==> src/rtl/pixel_writer.sv <==
// pixel_writer: sink stage after per-pixel shading. Buffers shaded pixels in a
// small circular FIFO and drains them into the depth buffer and framebuffer.
// Build option: define PW_DEPTH_TEST_EN to enable the read-compare-write depth
// test (IDLE->RD->CMP, 1 pixel / 3 cycles). Without it every pixel is written
// straight to the framebuffer (IDLE->WR, 1 pixel / 2 cycles) and the depth
// buffer port is held idle.
module pixel_writer #(
  parameter int WIDTH = 640,
  parameter int DEPTH = 16
) (
  input  logic        clock,
  input  logic        reset,
  input  logic        in_valid,
  input  logic [9:0]  in_x,
  input  logic [8:0]  in_y,
  input  logic [15:0] in_z,
  input  logic [15:0] in_color,
  output logic        in_ready,
  output logic [18:0] z_addr,
  input  logic [15:0] z_rdata,
  output logic [15:0] z_wdata,
  output logic        z_we,
  output logic [18:0] fb_addr,
  output logic [15:0] fb_wdata,
  output logic        fb_we,
  output logic        busy,
  output logic        overflow
);

  localparam int PTR_W = $clog2(DEPTH);
  localparam int CNT_W = PTR_W + 1;
`ifdef PW_DEPTH_TEST_EN
  localparam int ENTRY_W = 10 + 9 + 16 + 16;
`else
  localparam int ENTRY_W = 10 + 9 + 16;
`endif

  typedef enum logic [1:0] {
    IDLE = 2'd0,
    RD   = 2'd1,
    CMP  = 2'd2,
    WR   = 2'd3
  } state_t;

  state_t state, state_next;

  logic [ENTRY_W-1:0] mem [DEPTH];
  logic [PTR_W-1:0]   wr_ptr, rd_ptr;
  logic [CNT_W-1:0]   count;
  logic               push, pop;
  logic [ENTRY_W-1:0] wr_entry, head;
  logic [9:0]         head_x;
  logic [8:0]         head_y;
  logic [15:0]        head_color;
  logic [18:0]        head_addr;

  logic [18:0]        lat_addr;
  logic [15:0]        lat_color;
  logic [18:0]        fb_addr_q;
  logic [15:0]        fb_wdata_q;

  // A pop never frees a slot in the same cycle, so in_ready depends on count only
  assign in_ready = (count < CNT_W'(DEPTH));
  assign push     = in_valid && in_ready;
  assign busy     = (count != '0) || (state != IDLE);

`ifdef PW_DEPTH_TEST_EN
  logic [15:0] head_z;
  logic [15:0] lat_z;
  logic [18:0] z_addr_q;
  logic [15:0] z_wdata_q;
  assign wr_entry = {in_x, in_y, in_color, in_z};
  assign head_z   = head[15:0];
`else
  logic unused_inputs;
  assign wr_entry      = {in_x, in_y, in_color};
  assign unused_inputs = ^{in_z, z_rdata};
`endif

  assign head       = mem[rd_ptr];
  assign head_x     = head[ENTRY_W-1 -: 10];
  assign head_y     = head[ENTRY_W-11 -: 9];
  assign head_color = head[ENTRY_W-20 -: 16];
  // Linear framebuffer address, deliberately truncated to 19 bits with no range check
  assign head_addr  = 19'(head_y) * 19'(WIDTH) + 19'(head_x);

  // FIFO storage: entries are not reset, count/pointers decide what is valid
  always_ff @(posedge clock) begin
    if (push) begin
      mem[wr_ptr] <= wr_entry;
    end
  end

  // FIFO pointers and occupancy; pointers wrap naturally at a power-of-two depth
  always_ff @(posedge clock) begin
    if (reset) begin
      wr_ptr <= '0;
      rd_ptr <= '0;
      count  <= '0;
    end else begin
      if (push) wr_ptr <= wr_ptr + PTR_W'(1);
      if (pop)  rd_ptr <= rd_ptr + PTR_W'(1);
      case ({push, pop})
        2'b10:   count <= count + CNT_W'(1);
        2'b01:   count <= count - CNT_W'(1);
        default: count <= count;
      endcase
    end
  end

  // Sticky drop flag: only reset clears it
  always_ff @(posedge clock) begin
    if (reset) begin
      overflow <= 1'b0;
    end else if (in_valid && !in_ready) begin
      overflow <= 1'b1;
    end
  end

  // State register
  always_ff @(posedge clock) begin
    if (reset) begin
      state <= IDLE;
    end else begin
      state <= state_next;
    end
  end

  // Next-state, pop and write strobes
  always_comb begin
    state_next = state;
    pop        = 1'b0;
    z_we       = 1'b0;
    fb_we      = 1'b0;
    case (state)
      IDLE: begin
        if (count != '0) begin
          pop = 1'b1;
`ifdef PW_DEPTH_TEST_EN
          state_next = RD;
`else
          state_next = WR;
`endif
        end
      end
`ifdef PW_DEPTH_TEST_EN
      RD: begin
        state_next = CMP;
      end
      CMP: begin
        if (lat_z < z_rdata) begin
          z_we  = 1'b1;
          fb_we = 1'b1;
        end
        state_next = IDLE;
      end
`else
      WR: begin
        fb_we      = 1'b1;
        state_next = IDLE;
      end
`endif
      default: begin
        state_next = IDLE;
      end
    endcase
  end

  // Latch the FIFO head at pop and remember the last driven addresses/data
  always_ff @(posedge clock) begin
    if (reset) begin
      lat_addr   <= '0;
      lat_color  <= '0;
      fb_addr_q  <= '0;
      fb_wdata_q <= '0;
`ifdef PW_DEPTH_TEST_EN
      lat_z      <= '0;
      z_addr_q   <= '0;
      z_wdata_q  <= '0;
`endif
    end else begin
      if (pop) begin
        lat_addr  <= head_addr;
        lat_color <= head_color;
`ifdef PW_DEPTH_TEST_EN
        lat_z     <= head_z;
`endif
      end
      if (fb_we) begin
        fb_addr_q  <= lat_addr;
        fb_wdata_q <= lat_color;
      end
`ifdef PW_DEPTH_TEST_EN
      if (state == RD) begin
        z_addr_q <= lat_addr;
      end
      if (z_we) begin
        z_wdata_q <= lat_z;
      end
`endif
    end
  end

  // Memory ports show the live pixel while active and hold their last value otherwise
  always_comb begin
    fb_addr  = fb_we ? lat_addr : fb_addr_q;
    fb_wdata = fb_we ? lat_color : fb_wdata_q;
`ifdef PW_DEPTH_TEST_EN
    z_addr   = (state == RD) ? lat_addr : z_addr_q;
    z_wdata  = z_we ? lat_z : z_wdata_q;
`else
    z_addr   = '0;
    z_wdata  = '0;
`endif
  end

endmodule
==> config.mk <==
export PLATFORM = sky130hd
export DESIGN_NAME = pixel_writer
export DESIGN_NICKNAME = d
export VERILOG_FILES = /design/src/rtl/pixel_writer.sv
export SDC_FILE = /design/constraint.sdc
export NUM_CORES = 1
export LEC_CHECK = 0
export ABC_AREA = 1
export ABC_CLOCK_PERIOD_IN_PS = 8400
export BUFFER_PORTS_ARGS = -buffer_cell sky130_fd_sc_hd__buf_2
export CAP_MARGIN = 20
export CORE_MARGIN = 2
export CORE_UTILIZATION = 50
export DETAILED_ROUTE_END_ITERATION = 8
export HOLD_SLACK_MARGIN = 0.06
export PLACE_DENSITY = 0.76
export SLEW_MARGIN = 15
export SYNTH_ARGS = -nofsm -noshare
export SYNTH_HDL_FRONTEND = slang
export SYNTH_SLANG_ARGS = --single-unit
==> constraint.sdc <==
create_clock -name clock -period 8.4 [get_ports clock]
set_clock_uncertainty 0.1 [all_clocks]
set_input_delay 0.42 -clock clock [delete_from_list [all_inputs] [get_ports clock]]
set_output_delay 0.42 -clock clock [all_outputs]
set_load 0.02 [all_outputs]
# --- Yosys cells after proc, flatten, opt, wreduce, memory -nomap -nowiden ---
# Memory sizes are Yosys's and may differ from the RTL's. A register that Yosys moved wholly into a read port is not among the register bits.
# Index checks and enable logic that the tools add are counted.
classes:
  addsub: 5
  n_mul: 1
  n_lt_le_gt_ge: 1
  eq_ne: 3
  muxes: 10
  bitwise_logic: 1
  reduce_logical: 9
op_table:
  columns: ["op", "count"]
  rows:
  - ["$add A19 B10 Y19", 1]
  - ["$mux W19", 1]
  - ["$mux W16", 1]
  - ["$mul A9 B3 Y12 const B", 1]
  - ["$pmux W5 S2", 1]
  - ["$add A4 B1 Y4 const B", 2]
  - ["$mux W4", 2]
  - ["$add A5 B1 Y5 const B", 1]
  - ["$lt A5 B5 Y1 const B", 1]
  - ["$mux W1", 5]
  - ["$reduce_bool A5 Y1", 1]
  - ["$sub A5 B1 Y5 const B", 1]
  - ["$eq A2 B2 Y1 const B", 2]
  - ["$reduce_bool A2 Y1", 2]
  - ["$eq A2 B1 Y1 const B", 1]
  - ["$logic_and A1 B1 Y1", 2]
  - ["$logic_not A2 Y1", 1]
  - ["$reduce_or A2 Y1", 1]
  - ["$logic_not A1 Y1", 1]
  - ["$logic_or A1 B1 Y1", 1]
  - ["$not A1 Y1", 1]
totals:
  regBits: 85
  mem_bits_rw: 560
  in_bits: 70
  output_inout_bits: 75
  wordCells: 40
  memories: 1
mem_list:
  columns: ["memory", "depth", "word_bits", "rd", "rd_clocked_by_memory_dff", "write_ports", "line_no", "text"]
  rows:
  - ["mem", 16, 35, 1, 1, 1, "47", "logic [ENTRY_W-1:0] mem [DEPTH];"]

# --- Logic depth before layout (Yosys ltp) ---
# Gate-level depths: netlist of the first run.
depth:
  ltp_word: 5
  ltp_mapped: 24
  mapped_depth_nobuf: 21

# --- Worst setup path before layout of the first run ---
# Ideal clock, no wire load.
synth_path:
  kind: "reg2reg"
  from: "register with a tool-made name"
  to: "register lat_addr[17]"
  setup_time_ns: 0.056
  arrival_ns: 3.187
  path_slack_ns: 5.057
  path_stages_with_launch: 23
  path_buffers: 4
  synth_period_minus_slack_ns: 3.343
  cell_sequence: "dfxtp_1 > buf_4 > buf_6 > buf_4 > buf_2 > o21ai_0 > o221ai_1 > nand3_1 > nand2_1 > ha_1 > ha_1 > fa_1 > xor2_2 > nand2_2 > nor2_4 > nand2_2 > nor2_4 > nand2_1 > nor2_2 > nand2_1 > nand3_1 > nand2_1 > inv_1"
synth_lines:
  columns: ["item", "line_no", "text"]
  rows:
  - ["end signal: assignment", "183", "lat_addr <= head_addr;"]
  - ["end: declaration", "57", "logic [18:0] lat_addr;"]

==> flow_summary.yaml, run 1 <==
floorplanning:
  die_w_um: 233
  num_rows: 84
  start_util: 0.503
  io_pins: 145
  die_h_um: 233
  design.core.area_um2: 52200
  die_area_um2: 54400
sta:
  timing.final.crit_period_ns: 5.06
  rsz0062_at_grt: "no"
  worst_slew_pin_slew_ns: 1.04
  max_freq_ghz: 0.197
  hold_viol_final: 0
  slew_headroom: 0.304
  fin_setup_tns_ns: 0
  final-setup-viol-count: 0
  fin_crit_sh: 0.603
  drv_slew: 0
synthesis:
  netlist_instances: 2185
  synth_top_area_cell: "edfxtp_1"
  yosysTopAreaCellShare: 0.640
  avgSynthCellArea_um2: 12.0
  synthTopCellsByArea: "edfxtp_1 64%, dfxtp_1 6.8%, nor2_1 5.8%"
  synth_cell_type_count: 35
  synth_warnings: 0
  ys_ff_latch: 649
  synth.yosys.seq_area_share: 0.707
  syn_area_um2: 26300
cts:
  clk_pin_slew_ns: 0.07
  cts_tree: "built"
  clk_latency_ns: 0.63
  clock_sinks: 649
  cts-root-buf: "clkbuf_16"
  cts_max_level: 2
  cts_made_buffers: 61
  post_cts_buffers: 0
  cts-root-to-sink-buffers: 3
placed_design:
  portBuffers: 76
  placed_cells: 2844
  dp_hpwl_um: 32000
  routabilityCongestion: 0.809
global_route:
  grt_pass1_wl_um: 93700
  grt.total_usage: 0.225
  overflow: 0
  grt_max_degree: 127
  antenna_found_initial: 3
  grt_pass1_vias: 16800
setup_path:
  worst_path_largest_cell_delay_ns: 0.77
  path_cells: "buf_4 -> buf_4 -> o21ai_0 -> o221ai_1 -> nand3_1 -> nand2_1 -> ha_1 -> inv_1 -> fa_1 -> o21ai_1 -> nand2_2 -> nor2_4 -> nand2_2 -> nor2_4 -> nand2_1 -> nor2_2 -> nand2_1 -> nand3_1 -> nand2_1 -> inv_1"
  crit_family: "buffers and inverters"
  slowest_stage: "dfxtp_4"
  start_kind: "register"
  path_buf_inv: 4
  cpMostUsedCell: "nand2_1"
  worstSetupPathType: "reg -> reg"
  cp.required_ns: 8.86
  crit_path_end_kind: "register"
  worstPathArrival_ns: 5.52
  path_max_fanout: 85
finish:
  antenna_cells: 0
  nets: 2340
  area_delta_synth_final_pct: 11.4
  drive_above_1_share: 0.105
  fin_cells: 2974
pwr:
  power.density_nw_per_um2: 327
  max-vdd-ir-drop_v: 0.000229
  leakage_nw: 10.3
drt:
  ant_nets: 0
  via_per_inst: 5.79
  dr.pass1.iters: 7
  drtIter0Drc: 2046
  route.detailed.drc: 0
  vias: 17200
  wl_per_cell_um: 20.7
  wirelength_um: 61600
flow_run:
  cap_viol_max_count: 0
run_status:
  status: "completed"
hold_path:
  hold_class: "in -> reg"
==> cell usage in the layout (no fill, tap or decap), types with 47 or more instances in the layout <==
| cell | count |
|---|---|
| dfxtp_1 | 85 |
| inv_1 | 64 |
| nand2_1 | 191 |
| nand3_1 | 116 |
| nor2_1 | 388 |
| edfxtp_1 | 560 |
| a21oi_1 | 52 |
| o221ai_1 | 47 |
| buf_2 | 76 |
| o21ai_0 | 247 |
| clkbuf_16 | 62 |
| o211ai_1 | 112 |
==> final timing paths <==
| kind | start | to | slack, ns | depth (start not counted) |
|---|---|---|---|---|
| setup / recovery | register | lat_addr[17]$_SDFFE_PP0P_ | 3.34 | 20 |
| hold / removal | in_color[8] | mem[10][8]$_DFFE_PP_ | 0.08 | 1 |
| setup reg to reg | register | lat_addr[17]$_SDFFE_PP0P_ | 3.34 | 20 |
| hold reg to reg | fb_wdata_q[8]$_SDFF_PP0_ | fb_wdata_q[8]$_SDFF_PP0_ | 0.37 | 2 |
==> final cells by class <==
cell class	instances	area, um2
Multi-Input combinational cell	1318	6730
Inverter	82	315
Sequential cell	649	18600
Clock inverter	29	278
Fill cell	4034	23000
Tap cell	688	861
Clock buffer	79	1650
Timing Repair Buffer	129	850
==> cell usage after synthesis, drive strengths merged <==
| library cell | instances |
|---|---|
| inv | 80 |
| o221ai | 47 |
| conb | 1 |
| nand2 | 198 |
| a211oi | 2 |
| clkinv | 2 |
| nand3 | 116 |
| fa | 3 |
| xnor2 | 5 |
| o211ai | 112 |
| clkbuf | 50 |
| nor3 | 2 |
| nand3b | 2 |
| nor3b | 1 |
| a21oi | 53 |
| edfxtp | 560 |
| dfxtp | 89 |
| ha | 26 |
| o21ai | 292 |
| buf | 121 |
| nor2 | 407 |
| nand4 | 5 |
| o22ai | 6 |
| xor2 | 5 |
==> state kept, by name, summed over array words and instances (netlist names), named ones only <==
register	cells
count	5
lat_addr	19
lat_color	16
fb_addr_q	19
overflow	1
rd_ptr	4
wr_ptr	4
fb_wdata_q	16
state	1
mem	560
==> where the power goes <==
| part | internal, mW | switching [mW] | total (mW) |
|---|---|---|---|
| logic | 0.954 | 2.11 | 3.07 |
| registers | 3.71 | 0.149 | 3.86 |
| clock network | 1.52 | 1.13 | 2.66 |
| total | 6.19 | 3.39 | 9.58 |
==> worst register-to-register path, stage by stage (launching register included) <==
cell,delay (ns)
dfxtp_4,0.77
buf_4,0.82
buf_4,0.78
o21ai_0,0.23
o221ai_1,0.24
nand3_1,0.12
nand2_1,0.12
ha_1,0.19
inv_1,0.07
fa_1,0.46
o21ai_1,0.31
nand2_2,0.11
nor2_4,0.12
nand2_2,0.08
nor2_4,0.11
nand2_1,0.07
nor2_2,0.08
nand2_1,0.06
nand3_1,0.08
nand2_1,0.06
inv_1,0.05
==> metrics by stage <==
step	utilization	hold WS (ns)	total power, mW	setup slack [ns]	instance area [um2]
final	0.561	0.0836	9.58	3.34	29300
after global routing	0.561	0.0751	10.1	2.95	29300
after CTS	0.560	0.0609	9.57	3.38	29300
after detailed placement	0.519	0.361	6.92	3.39	27100
after global placement	0.519	0.336	6.78	3.56	27100
after floorplan	-	0.334	6.16	5.06	26400
==> cells by family after synthesis <==
family | synth area share
adder cells (fa/ha/maj) | 0.0147
buffers and inverters | 0.0464
other | 0.000143
flip-flops | 0.707
XOR/XNOR | 0.00362
AND/OR/NAND/NOR | 0.112
AO/OA/AOI/OAI | 0.115
==> layer usage <==
layer  wire (um)  track usage
met5          30            0
met4        1790       0.0838
met2       29300        0.368
met1       25100        0.304
met3        5330       0.0380
==> what timing repair did <==
item	CTS	global route
hold buffers	22	0
hold endpoints to repair	281	0
resized for setup	0	0
Power figures use the tool's default switching activity.
==> run 2: changes to the inputs <==
ABC_AREA = 0   (was 1)
ABC_CLOCK_PERIOD_IN_PS = 4860   (was 8400)
clock period = 4.86 ns   (was 8.4 ns; I/O delays follow)
==> run 2 against run 1 <==
Compared with the run above: synthesized area shrank 3.8%; register-to-register slack got worse by 3.0 ns; fmax increased by 11%; highest routed layer unchanged; sequential power grew 68%; first-iteration DRC count is 34% lower; largest power group unchanged.
==> flow_summary.yaml, run 2 <==
finish:
  final_cell_mix: "560 x edfxtp_1, 175 x mux4_2, 85 x dfxtp_1"
  fin_cells: 2130
  final_area_um2: 28800
  nets: 1507
  area_delta_synth_final_pct: 14.0
  drive_above_1_share: 0.296
  top_regs: "mem: 560 flops, fb_addr_q: 19 flops, lat_addr: 19 flops"
  largest_reg_flops: 560
  antenna_cells: 0
  final_common_cell: "edfxtp_1"
  regMostFlops: "mem"
  utilization: 0.576
synthesis:
  yosysTopAreaCellShare: 0.665
  async_reset_ff_frac: 0
  ys_ff_latch: 649
  synth_top_family_by_area: "multiplexers"
  synthAdderAreaFrac: 0.0152
  synth_top_area_cell: "edfxtp_1"
  synth_warnings: 0
  synth-compound-area-share: 0.0168
  synth_ff_type: "edfxtp_1"
  synth-xor-area-share: 0.00658
  syn_area_um2: 25300
  muxShareOfSynthArea: 0.171
  synthSimpleGateAreaFrac: 0.0316
  synthTopCellsByArea: "edfxtp_1 66%, mux4_2 16%, dfxtp_1 7.0%"
  synth_common_cells: "560 x edfxtp_1, 175 x mux4_2, 89 x dfxtp_1"
  yosysMostFrequentCell: "edfxtp_1"
  netlist_instances: 1263
  synth_edf_count: 560
  avgSynthCellArea_um2: 20.0
  synth.yosys.seq_area_share: 0.735
  synth_cell_type_count: 43
placed_design:
  dp_hpwl_um: 29500
  portBuffers: 76
  placed_cells: 1983
  dp_slack_ns: 0.318
  routabilityCongestion: 0.736
  place_area_um2: 26500
hold_path:
  hold_class: "in -> reg"
floorplanning:
  die_h_um: 229
  num_rows: 82
  design.core.area_um2: 50100
  die_area_um2: 52400
  die_w_um: 229
  io_pins: 145
  start_util: 0.505
setup_path:
  worstPathArrival_ns: 5.01
  path_max_fanout: 18
  crit_family: "multiplexers"
  timing.reg2reg.setup_slack_ns: 0.29
  worstSetupPathType: "reg -> reg"
  slowest_stage: "mux4_2"
  start_kind: "register"
  crit_path_end_kind: "register"
  path_buf_inv: 1
  worst_path_largest_cell_delay_ns: 0.54
  cp.required_ns: 5.29
  path_cells: "buf_12 -> mux4_2 -> mux4_2 -> ha_1 -> ha_1 -> fa_1 -> a211oi_1 -> nor2_1 -> xor2_1 -> nand3b_1 -> a2111o_1 -> a311oi_1"
sta:
  worst_slew_pin_slew_ns: 0.946
  holdWs_ns: 0.224
  fin_setup_tns_ns: 0
  drv_slew: 0
  hold_viol_final: 0
  slew_headroom: 0.368
  timing.final.crit_period_ns: 4.57
  max_freq_ghz: 0.219
  final-setup-viol-count: 0
  fin_ws_ns: 0.288
  rsz0062_at_grt: "no"
  fin_crit_sh: 0.941
drt:
  vias: 12200
  via_per_inst: 5.75
  route.detailed.drc: 0
  wirelength_um: 51700
  ant_nets: 0
  dr.pass1.iters: 5
  wl_per_cell_um: 24.3
  drtIter0Drc: 1351
cts:
  clk_pin_slew_ns: 0.07
  post_cts_buffers: 0
  cts_max_level: 2
  cts_made_buffers: 59
  cts_tree: "built"
  clk_latency_ns: 0.63
  cts-root-buf: "clkbuf_16"
  cts-root-to-sink-buffers: 3
  clock_sinks: 649
pwr:
  power.density_nw_per_um2: 528
  totalPowerFinal_mw: 15.2
  leakage_nw: 9.43
  max-vdd-ir-drop_v: 0.000364
global_route:
  grt.total_usage: 0.202
  grt_pass1_vias: 12500
  grt_pass1_wl_um: 78600
  grt_max_degree: 87
  overflow: 0
  antenna_found_initial: 4
run_status:
  status: "completed"
flow_run:
  cap_viol_max_count: 0
[run 2: cell type report]
cell class	instances	area, um2
fillers	3608	21200
inverters	12	45.0
multi-input cells	536	6350
clock buffers	79	1610
repair buffers	150	1040
well taps	672	841
clock inverters	32	327
flip-flops and latches	649	18600
[run 2: worst paths after layout]
check / startpoint / to / cells past startpoint
min: reset / count[2]$_SDFFE_PP0P_ / 3
min reg2reg: lat_color[9]$_SDFFE_PP0P_ / lat_color[9]$_SDFFE_PP0P_ / 2
max: register / lat_addr[17]$_SDFFE_PP0P_ / 12
max reg2reg: register / lat_addr[17]$_SDFFE_PP0P_ / 12
[run 2: timing repair]
item                                   CTS  global route
endpoints found under the hold margin  561             0
resized for setup                        0             0
hold buffers                            36             0
[run 2: routing by layer]
layer	global-route usage	share of wire	vias to the layer above	routed length (um)
met5	0	0.00089	-	46
met4	0.0635	0.022	8	1160
met3	0.0359	0.080	91	4130
met2	0.331	0.49	538	25300
met1	0.280	0.41	6310	21100
li1	-	-	5291	-
[run 2: cell families (layout without fill, tap and decap cells)]
logic type,Yosys count,count (layout)
DFF,649,649
muxes,210,210
and+or+nand+nor,172,172
buffers and inverters,113,273
AOI/OAI and AO/OA,70,70
adders and majority gates,29,29
xor gates and xnor gates,19,19
other,1,36
[run 2: tightest hold or removal path, cell delays in order]
cell,delay [ns]
buf_2,0.10
buf_4,0.37
nor2_1,0.18
[run 2: where the power goes]
part	internal [mW]	total, mW	switching [mW]
Sequential	6.33	6.49	0.151
Clock	2.65	4.62	1.97
Combinational	1.90	4.10	2.21
==> run 3: changes to the inputs <==
GPL_ROUTABILITY_DRIVEN = 0   (was unset)
RECOVER_POWER = 50   (was unset)
==> run 3 against run 2 <==
Compared with the run above: the run now ends with capacitance limit, slew limit left; clock-buffer cell count is the same; sequential share of layout area increased by 0.17 points; fmax barely moved; via count about the same; register-to-register slack is essentially flat; core utilization fell by 0.15 points; total power decreased by 0.15%; setup slack better by 0.0026 ns; flip-flop and latch count stayed put; cell area fell by 0.26%; cell count unchanged; clock power is essentially flat; critical path type unchanged; critical endpoint unchanged; largest power group unchanged.
==> flow_summary.yaml, run 3 (synthesis gave the netlist of run 2 again) <==
global_route:
  grt_pass1_vias: 12500
  grt.total_usage: 0.202
  grt_pass1_wl_um: 78600
  grt_max_degree: 87
  antenna_found_initial: 4
  overflow: 0
finish:
  final_common_cell: "edfxtp_1"
  largest_reg_flops: 560
  top_regs: "mem: 560 flops, fb_addr_q: 19 flops, lat_addr: 19 flops"
  area_delta_synth_final_pct: 13.7
  nets: 1507
  antenna_cells: 0
  drive_above_1_share: 0.241
  regMostFlops: "mem"
  final_cell_mix: "560 x edfxtp_1, 175 x mux4_2, 85 x dfxtp_1"
cts:
  cts_tree: "built"
  cts-root-to-sink-buffers: 3
  clk_pin_slew_ns: 0.06
  cts-root-buf: "clkbuf_16"
  clock_sinks: 649
  clk_latency_ns: 0.63
  cts_made_buffers: 59
  cts_max_level: 2
setup_path:
  path_cells: "buf_12 -> mux4_2 -> mux4_2 -> ha_1 -> ha_1 -> fa_1 -> a211oi_1 -> nor2_1 -> xor2_1 -> nand3b_1 -> a2111o_1 -> a311oi_1"
  worstPathArrival_ns: 5.00
  crit_path_end_kind: "register"
  worst_path_largest_cell_delay_ns: 0.54
  r2r-end: "lat_addr[17]$_SDFFE_PP0P_"
  cp.required_ns: 5.29
  timing.reg2reg.setup_slack_ns: 0.29
  start_kind: "register"
  slowest_stage: "mux4_2"
  reg2reg_depth: 12
  worstSetupPathType: "reg -> reg"
  path_max_fanout: 18
  crit_end: "lat_addr[17]$_SDFFE_PP0P_"
sta:
  rsz0062_at_grt: "no"
  fin_crit_sh: 0.940
  final-setup-viol-count: 0
  slew_headroom: -0.413
  fin_setup_tns_ns: 0
  max_freq_ghz: 0.219
  drv_slew: 38
  worst_slew_pin_slew_ns: 2.12
  hold_viol_final: 0
  fin_ws_ns: 0.291
  timing.final.crit_period_ns: 4.57
floorplanning:
  die_w_um: 229
  die_area_um2: 52400
  num_rows: 82
  design.core.area_um2: 50100
  die_h_um: 229
  start_util: 0.505
  io_pins: 145
pwr:
  clockPowerShare: 0.305
  leakage_nw: 9.26
  p_int_mw: 10.9
  power_frac_comb: 0.268
  seq_power_share: 0.427
  max-vdd-ir-drop_v: 0.000363
  p_switching_mw: 4.33
  power.density_nw_per_um2: 528
  switching_share: 0.285
placed_design:
  portBuffers: 76
  dp_slack_ns: 0.318
  dp_hpwl_um: 29500
drt:
  vias: 12200
  ant_nets: 0
  drtIter0Drc: 1272
  dr.pass1.iters: 5
  wl_per_cell_um: 24.4
  wirelength_um: 51900
  via_per_inst: 5.75
  route.detailed.drc: 0
hold_path:
  hold_class: "in -> reg"
  hp-start: "reset"
run_status:
  violations: "capacitance limit, slew limit"
  status: "finished with violations"
flow_run:
  cap_viol_max_count: 1
run 3: power groups by stage:
| stage | Clock (mW) | Sequential (mW) | Combinational, mW |
|---|---|---|---|
| 6_report | 4.62 | 6.49 | 4.07 |
| 5_1_grt | 4.90 | 6.51 | 4.44 |
| 3_3_place_gp | 0 | 6.59 | 3.98 |
| 2_1_floorplan | 0 | 6.53 | 3.14 |
| 4_1_cts | 4.70 | 6.49 | 4.12 |
| 3_5_place_dp | 0 | 6.60 | 4.06 |
run 3: worst min-delay path by stage:
stage,endpoint,slack (ns),cells after the start
finish,fb_addr_q[1]$_SDFF_PP0_,0.22,3
global route,count[2]$_SDFFE_PP0P_,0.27,3
CTS,state[0]$_SDFFE_PP0N_,0.20,3
detailed placement,lat_addr[3]$_SDFFE_PP0P_,0.35,2
global placement,lat_color[1]$_SDFFE_PP0P_,0.34,2
floorplan,mem[0][0]$_DFFE_PP_,0.24,0
run 3: worst max-delay path, delay by kind of cell (launching register included):
family	cells	cell delay, ns
flip-flops	1	0.44
adder cells (fa/ha/maj)	3	0.98
AND/OR/NAND/NOR	2	0.30
buffers and inverters	1	0.21
XOR/XNOR	1	0.29
multiplexers	2	1.07
AO/OA/AOI/OAI	3	1.06
run 3: stage by stage:
step	hold slack, ns	power (mW)	cell area (um2)	util	instances
finish	0.221	15.2	28800	0.574	2130
floorplan	0.242	9.67	25400	-	1298
CTS	0.197	15.3	28800	0.576	2130
global placement	0.339	10.6	26500	0.530	1983
detailed placement	0.348	10.7	26500	0.530	1983
global route	0.265	15.9	28800	0.574	2130
run 3: layout make-up:
cell class	instances	area [um2]
multi-input combinational	536	6350
sequential	649	18600
timing repair buffer	150	962
inverter	12	45.0
tap	672	841
fill	3636	21300
clock buffer	79	1610
clock inverter	32	327
run 3: timing repair:
| action | 4_1_cts | 5_1_grt |
|---|---|---|
| gates resized for setup | 0 | 0 |
| hold buffers | 36 | 0 |
| endpoints found under the hold margin | 561 | 0 |
| buffers inserted | 0 | 0 |
run 3: metal layers:
layer	wire length [um]	vias to the layer above	part of all wire	global-route usage
met5	46	-	0.00089	0
met4	1210	8	0.023	0.0635
met3	4230	98	0.081	0.0359
met2	25400	547	0.49	0.331
met1	21000	6309	0.41	0.280
li1	-	5287	-	-
